==> src/rtl/call_panel_if.sv <==
// Signal bundle between the call panel front end and its surroundings:
// raw buttons and controller status in, latched requests, chime and arrow out.
interface call_panel_if;
    logic       btn_up_0;
    logic       btn_up_1;
    logic       btn_down_1;
    logic       btn_down_2;
    logic       btn_car_0;
    logic       btn_car_1;
    logic       btn_car_2;
    logic [1:0] current_floor;
    logic       door_open;
    logic       moving_up;
    logic       moving_down;
    logic       call_up_0;
    logic       call_up_1;
    logic       call_down_1;
    logic       call_down_2;
    logic       select_floor_0;
    logic       select_floor_1;
    logic       select_floor_2;
    logic       chime;
    logic [1:0] dir_arrow;

    // Panel side: consumes buttons and status, drives requests and displays.
    modport slave (
        input  btn_up_0, btn_up_1, btn_down_1, btn_down_2,
        input  btn_car_0, btn_car_1, btn_car_2,
        input  current_floor, door_open, moving_up, moving_down,
        output call_up_0, call_up_1, call_down_1, call_down_2,
        output select_floor_0, select_floor_1, select_floor_2,
        output chime, dir_arrow
    );

    // Environment side: presses buttons, reports status, watches the panel.
    modport master (
        output btn_up_0, btn_up_1, btn_down_1, btn_down_2,
        output btn_car_0, btn_car_1, btn_car_2,
        output current_floor, door_open, moving_up, moving_down,
        input  call_up_0, call_up_1, call_down_1, call_down_2,
        input  select_floor_0, select_floor_1, select_floor_2,
        input  chime, dir_arrow
    );
endinterface

==> src/rtl/call_panel_interface.sv <==
// Call panel front end: synchronises and debounces hall/car buttons, holds
// each press as a request until the floor is served, and drives the arrival
// chime and direction arrow from controller status.
module call_panel_interface #(
    parameter int unsigned DEBOUNCE_CYCLES = 4,
    parameter int unsigned CHIME_CYCLES    = 8
) (
    input  logic        clk,
    input  logic        rst,
    call_panel_if.slave bus
);
    // Button index map: 0 up_0, 1 up_1, 2 down_1, 3 down_2, 4 car_0, 5 car_1, 6 car_2
    localparam int unsigned NB = 7;
    localparam int unsigned CW = (DEBOUNCE_CYCLES > 1) ? $clog2(DEBOUNCE_CYCLES) : 1;
    localparam int unsigned HW = $clog2(CHIME_CYCLES + 1);
    localparam logic [CW-1:0] CNT_LAST   = CW'(DEBOUNCE_CYCLES - 1);
    localparam logic [HW-1:0] CHIME_LOAD = HW'(CHIME_CYCLES);

    typedef enum logic [1:0] {
        DIR_IDLE = 2'b00,
        DIR_UP   = 2'b01,
        DIR_DOWN = 2'b10
    } dir_t;

    logic [NB-1:0] raw, sync1, sync2, deb, deb_d, armed;
    logic [NB-1:0] req, req_set, req_clr;
    logic [CW-1:0] cnt [NB];
    logic [1:0]    sync_valid;
    dir_t          last_dir, last_dir_next;
    logic [1:0]    arrow;
    logic          door_q;
    logic [HW-1:0] chime_cnt;

    assign raw = {bus.btn_car_2, bus.btn_car_1, bus.btn_car_0,
                  bus.btn_down_2, bus.btn_down_1, bus.btn_up_1, bus.btn_up_0};

    // Synchronise, debounce, and arm each button.
    // A button only arms once a genuine released sample has passed through the
    // synchroniser after reset, so a button held through reset is not taken
    // as a press until it is released and pressed again.
    always_ff @(posedge clk) begin
        if (rst) begin
            sync1      <= '0;
            sync2      <= '0;
            deb        <= '0;
            deb_d      <= '0;
            armed      <= '0;
            sync_valid <= '0;
            for (int unsigned i = 0; i < NB; i++) cnt[i] <= '0;
        end else begin
            sync1      <= raw;
            sync2      <= sync1;
            deb_d      <= deb;
            sync_valid <= {sync_valid[0], 1'b1};
            for (int unsigned i = 0; i < NB; i++) begin
                if (sync2[i] == deb[i]) begin
                    cnt[i] <= '0;
                end else if (cnt[i] == CNT_LAST) begin
                    deb[i] <= ~deb[i];
                    cnt[i] <= '0;
                end else begin
                    cnt[i] <= cnt[i] + 1'b1;
                end
                if (sync_valid[1] && !sync2[i]) armed[i] <= 1'b1;
            end
        end
    end

    assign req_set = deb & ~deb_d & armed;

    // Work out which requests the door opening at the current floor serves.
    always_comb begin
        req_clr = '0;
        if (bus.door_open) begin
            unique case (bus.current_floor)
                2'd0: begin
                    req_clr[0] = 1'b1;
                    req_clr[4] = 1'b1;
                end
                2'd1: begin
                    req_clr[5] = 1'b1;
                    unique case (last_dir)
                        DIR_UP:   if (req[1]) req_clr[1] = 1'b1; else req_clr[2] = 1'b1;
                        DIR_DOWN: if (req[2]) req_clr[2] = 1'b1; else req_clr[1] = 1'b1;
                        default: begin
                            req_clr[1] = 1'b1;
                            req_clr[2] = 1'b1;
                        end
                    endcase
                end
                2'd2: begin
                    req_clr[3] = 1'b1;
                    req_clr[6] = 1'b1;
                end
                default: req_clr = '0;
            endcase
        end
    end

    // Request latches; a clear in the same cycle beats a new press.
    always_ff @(posedge clk) begin
        if (rst) req <= '0;
        else     req <= (req | req_set) & ~req_clr;
    end

    // Last travel direction state register.
    always_ff @(posedge clk) begin
        if (rst) last_dir <= DIR_IDLE;
        else     last_dir <= last_dir_next;
    end

    // Last travel direction: follows motion, holds while stopped.
    always_comb begin
        last_dir_next = last_dir;
        if (bus.moving_up)        last_dir_next = DIR_UP;
        else if (bus.moving_down) last_dir_next = DIR_DOWN;
    end

    // Direction arrow and arrival chime timer.
    always_ff @(posedge clk) begin
        if (rst) begin
            arrow     <= 2'b00;
            door_q    <= 1'b0;
            chime_cnt <= '0;
        end else begin
            arrow  <= bus.moving_up ? 2'b01 : (bus.moving_down ? 2'b10 : 2'b00);
            door_q <= bus.door_open;
            if (bus.door_open && !door_q) chime_cnt <= CHIME_LOAD;
            else if (chime_cnt != '0)      chime_cnt <= chime_cnt - 1'b1;
        end
    end

    assign bus.call_up_0      = req[0];
    assign bus.call_up_1      = req[1];
    assign bus.call_down_1    = req[2];
    assign bus.call_down_2    = req[3];
    assign bus.select_floor_0 = req[4];
    assign bus.select_floor_1 = req[5];
    assign bus.select_floor_2 = req[6];
    assign bus.chime          = (chime_cnt != '0);
    assign bus.dir_arrow      = arrow;
endmodule

==> src/flat_wrapper.sv <==
// flat-port wrapper written by rule: the top's interface ports become plain ports
module call_panel_interface_flat 
#(
    parameter int unsigned DEBOUNCE_CYCLES = 4,
    parameter int unsigned CHIME_CYCLES    = 8
)
  (clk, rst, bus_btn_up_0, bus_btn_up_1, bus_btn_down_1, bus_btn_down_2, bus_btn_car_0, bus_btn_car_1, bus_btn_car_2, bus_current_floor, bus_door_open, bus_moving_up, bus_moving_down, bus_call_up_0, bus_call_up_1, bus_call_down_1, bus_call_down_2, bus_select_floor_0, bus_select_floor_1, bus_select_floor_2, bus_chime, bus_dir_arrow);
  call_panel_if bus_i ();
  input  logic clk;
  input  logic rst;
  input wire logic [$bits(bus_i.btn_up_0)-1:0] bus_btn_up_0;
  input wire logic [$bits(bus_i.btn_up_1)-1:0] bus_btn_up_1;
  input wire logic [$bits(bus_i.btn_down_1)-1:0] bus_btn_down_1;
  input wire logic [$bits(bus_i.btn_down_2)-1:0] bus_btn_down_2;
  input wire logic [$bits(bus_i.btn_car_0)-1:0] bus_btn_car_0;
  input wire logic [$bits(bus_i.btn_car_1)-1:0] bus_btn_car_1;
  input wire logic [$bits(bus_i.btn_car_2)-1:0] bus_btn_car_2;
  input wire logic [$bits(bus_i.current_floor)-1:0] bus_current_floor;
  input wire logic [$bits(bus_i.door_open)-1:0] bus_door_open;
  input wire logic [$bits(bus_i.moving_up)-1:0] bus_moving_up;
  input wire logic [$bits(bus_i.moving_down)-1:0] bus_moving_down;
  output wire logic [$bits(bus_i.call_up_0)-1:0] bus_call_up_0;
  output wire logic [$bits(bus_i.call_up_1)-1:0] bus_call_up_1;
  output wire logic [$bits(bus_i.call_down_1)-1:0] bus_call_down_1;
  output wire logic [$bits(bus_i.call_down_2)-1:0] bus_call_down_2;
  output wire logic [$bits(bus_i.select_floor_0)-1:0] bus_select_floor_0;
  output wire logic [$bits(bus_i.select_floor_1)-1:0] bus_select_floor_1;
  output wire logic [$bits(bus_i.select_floor_2)-1:0] bus_select_floor_2;
  output wire logic [$bits(bus_i.chime)-1:0] bus_chime;
  output wire logic [$bits(bus_i.dir_arrow)-1:0] bus_dir_arrow;
  assign bus_i.btn_up_0 = bus_btn_up_0;
  assign bus_i.btn_up_1 = bus_btn_up_1;
  assign bus_i.btn_down_1 = bus_btn_down_1;
  assign bus_i.btn_down_2 = bus_btn_down_2;
  assign bus_i.btn_car_0 = bus_btn_car_0;
  assign bus_i.btn_car_1 = bus_btn_car_1;
  assign bus_i.btn_car_2 = bus_btn_car_2;
  assign bus_i.current_floor = bus_current_floor;
  assign bus_i.door_open = bus_door_open;
  assign bus_i.moving_up = bus_moving_up;
  assign bus_i.moving_down = bus_moving_down;
  assign bus_call_up_0 = bus_i.call_up_0;
  assign bus_call_up_1 = bus_i.call_up_1;
  assign bus_call_down_1 = bus_i.call_down_1;
  assign bus_call_down_2 = bus_i.call_down_2;
  assign bus_select_floor_0 = bus_i.select_floor_0;
  assign bus_select_floor_1 = bus_i.select_floor_1;
  assign bus_select_floor_2 = bus_i.select_floor_2;
  assign bus_chime = bus_i.chime;
  assign bus_dir_arrow = bus_i.dir_arrow;
  call_panel_interface #(.DEBOUNCE_CYCLES(DEBOUNCE_CYCLES), .CHIME_CYCLES(CHIME_CYCLES)) u_core (.clk(clk), .rst(rst), .bus(bus_i));
endmodule
==> config.mk <==
export PLATFORM = sky130hd
export DESIGN_NAME = call_panel_interface_flat
export DESIGN_NICKNAME = d
export VERILOG_FILES = /design/src/rtl/call_panel_if.sv /design/src/rtl/call_panel_interface.sv /design/src/flat_wrapper.sv
export SDC_FILE = /design/constraint.sdc
export NUM_CORES = 1
export LEC_CHECK = 0
export CAP_MARGIN = 15
export CELL_PAD_IN_SITES_DETAIL_PLACEMENT = 1
export CELL_PAD_IN_SITES_GLOBAL_PLACEMENT = 1
export CORE_UTILIZATION = 40
export CTS_BUF_LIST = sky130_fd_sc_hd__clkbuf_16
export CTS_CLUSTER_DIAMETER = 40
export DETAILED_ROUTE_END_ITERATION = 10
export GPL_ROUTABILITY_DRIVEN = 0
export PLACE_DENSITY_LB_ADDON = 0.08
export SKIP_LAST_GASP = 1
export SYNTH_ARGS = -nofsm -noshare
export SYNTH_HDL_FRONTEND = slang
export SYNTH_SLANG_ARGS = --single-unit
==> constraint.sdc <==
create_clock -name clk -period 1.9 [get_ports clk]
set_input_delay 0.285 -clock clk [delete_from_list [all_inputs] [get_ports clk]]
set_output_delay 0.285 -clock clk [all_outputs]
set_load 0.01 [all_outputs]
==> impl_metrics.tcl <==
set metrics [dict create \
    synth_top_family_by_area "simple AND/OR/NAND/NOR gates" \
    slew_viol_final 0 \
    area_growth_syn_to_layout_pct 28.53 \
    worstPathRequired_ps 1620 \
    use_met1_pct 20.07 \
    endpoint_kind "output port" \
    async_reset_ff_share_pct 0 \
    postCtsSetupBuffers 0 \
    final.setup.tns_ps 0 \
    drive_gt1_share_pct 8.392 \
    cts_max_level 3 \
    place_area_um2 2859 \
    path_class "flip-flop to output port" \
    drt_iter0_markers 46 \
    synth_area_leader_cell "dfxtp_1" \
    grt_pass1_wl_mm 7.479 \
    drc 0 \
    drt_wl_total_mm 4.422 \
    dr.pass1.iters 4 \
    synth_edf_count 14 \
    io_pins 24 \
    yosys.area_share.simple_pct 16.68 \
    vias_per_cell 4.488 \
    diodes 0 \
    clkSlewWorstSetupHoldPaths_ps 50 \
    ys_seq_area_share_pct 59.68 \
    min-delay-start "rst" \
    row_count 28 \
    antenna_found_initial 0 \
    core-area_um2 5956 \
    maxCapViolCount 0 \
    dp_hpwl_mm 2.997 \
    fmax_mhz 566.0 \
    clock-sinks 67 \
    crit_path_max_fanout 3 \
    yosysTopAreaCellShare_pct 42.74 \
    grt_start_max_net_pins 24 \
    setup_violations 0 \
    synthTopCellsByArea "dfxtp_1 43%, edfxtp_1 17%, nor2b_1 6.3%, nor2_1 5.6%, ha_1 5.5%" \
    vias 1620 \
    synth-compound-area-share_pct 6.149 \
    hold_ws_ps 394.6 \
    track_usage_pct 15.97 \
    worstRegToRegCells 5 \
    syn-cell-area_um2 2482 \
    grtUsageMet3_pct 6.742 \
    tritoncts "yes" \
    min_path_cells 2 \
    fin_worst_skew_ps 4.703 \
    numCtsBuffers 9 \
    synthAdderAreaFrac_pct 5.544 \
    worst_ir_drop_vdd_mv 0.6841 \
    ys_warn_count 0 \
    finalCritPeriodShare_pct 92.99 \
    final_util_pct 53.57 \
    start_util_pct 41.68 \
    synth_xor_area_share_pct 3.175 \
    clkLatencyLatePin_ps 320 \
    ant_nets 0 \
    synthTopCellsByCount "53 x dfxtp_1, 37 x nor2_1, 26 x inv_1" \
    syn_inst 235 \
    p_per_area_nw_per_um2 1194 \
    fin_area_um2 3191 \
    layout_min_cycle_time_ps 1767 \
    hold_viol 0 \
    min_to "u_core.deb[0]" \
    place_worst_setup_slack_ps 197.3 \
    power_leakage_nw 1.314 \
    fp.dieH_um 80.78 \
    cp-start-kind "flip-flop" \
    rsz0062_at_grt "false" \
    clockBufferDepth 2 \
    outcome "completed" \
    cts_root_buffer "clkbuf_16" \
    grt_pass1_vias 1622 \
    syn_avg_cell_area_um2 10.56 \
    die-area_um2 6525 \
    synth.mux.area_fraction_pct 3.226 \
    die_x_um 80.78 \
    wire_per_inst_um 12.25 \
    busiest_layer "met2" \
    hold_buffers 0 \
    arrival_ps 1480 \
    setup_slack_ps 133.1 \
    grt_overflow 0 \
    regToRegEndpoint "u_core.chime_cnt[1]" \
    nNetsFinal 306 \
    hp-class "input pin to flip-flop" \
    r2r-start "u_core.chime_cnt[0]" \
    synth-seq-cells 67 \
    port_buffers 23 \
    crit_start "u_core.chime_cnt[0]" \
    synth_cell_types 28 \
    reg2reg_slack_ps 390 \
    met2_usage_pct 23.64 \
    synth.most_common_cell "dfxtp_1" \
    synth-main-ff-cell "dfxtp_1" \
]
-- worst max-delay path, stage by stage, from the launching register on --
cell and delay, ps:
dfxtp_1 340, inv_2 70, ha_1 160, or3b_1 360
clkdlybuf4s15_1 240
-- worst max path at each step --
stage	end	slack [ps]	cells past startpoint
final	bus_chime	130	4
after global routing	bus_chime	40	4
after CTS	bus_chime	40	4
after detailed placement	bus_chime	200	4
after global placement	bus_chime	240	4
after floorplan	u_core.chime_cnt[1]	460	5
-- report_power, final --
| group | switching, mW | total, mW | leakage (nW) | internal [mW] |
|---|---|---|---|---|
| sequential | 0.0523 | 1.59 | 0.579 | 1.53 |
| combinational | 0.195 | 0.402 | 0.574 | 0.207 |
| clock | 0.557 | 1.82 | 0.162 | 1.26 |
| total | 0.805 | 3.81 | 1.31 | 3.00 |
-- what timing repair did --
item,in CTS,in global routing
gates cloned,0,0
setup endpoints to repair,1,1
resized for setup,1,2
-- per-layer routing --
layer	wire, um	vias up
li1	-	846
met5	0	-
met4	34	0
met2	2008	25
met3	168	2
met1	2211	747
-- through the flow --
step | cells | total power, mW
floorplan | 248 | 1.898
global placement | 345 | 2.012
detailed placement | 345 | 2.026
CTS | 361 | 3.856
global route | 361 | 3.995
finish | 361 | 3.809
-- layout make-up --
type | count | area (um2)
Multi-Input combinational cell | 148 | 915.9
Fill cell | 665 | 2765
Inverter | 26 | 97.59
Timing Repair Buffer | 29 | 270.3
Sequential cell | 67 | 1481
Clock buffer | 9 | 225.2
Clock inverter | 7 | 106.4
Tap cell | 75 | 93.84
-- logic make-up after synthesis --
group	count (synthesis)
and+or+nand+nor	83
DFF	67
buffers and inverters	33
AOI/OAI and AO/OA	23
adders and majority gates	11
xor gates and xnor gates	9
muxes	8
other	1
-- registers in the layout (all words and copies together) (netlist names), 4 cells and up --
signal,cells
u_core.deb_d,7
u_core.sync2,7
u_core.cnt,14
u_core.chime_cnt,4
u_core.deb,7
u_core.sync1,7
u_core.req,7
u_core.armed,7
-- layout by cell type (no fill, tap or decap) --
cell and n:
a2111oi_2 1, a211oi_1 1, a21oi_1 11, a221oi_1 1
a31oi_1 4, and4_2 1, buf_2 1, buf_4 6
bufinv_16 3, clkbuf_16 9, clkdlybuf4s15_1 1, clkdlybuf4s50_1 21
clkinv_1 3, clkinv_2 1, conb_1 14, dfxtp_1 53
edfxtp_1 14, ha_1 11, inv_1 25, inv_2 1
mux2i_1 8, nand2_1 6, nand2b_1 1, nand3b_1 1
nor2_1 37, nor2b_1 25, nor3_1 4, o21a_1 4
o221a_2 1, or3_1 7, or3b_1 1, xnor2_1 8
xor2_1 1
(Power assumes the default switching activity.)
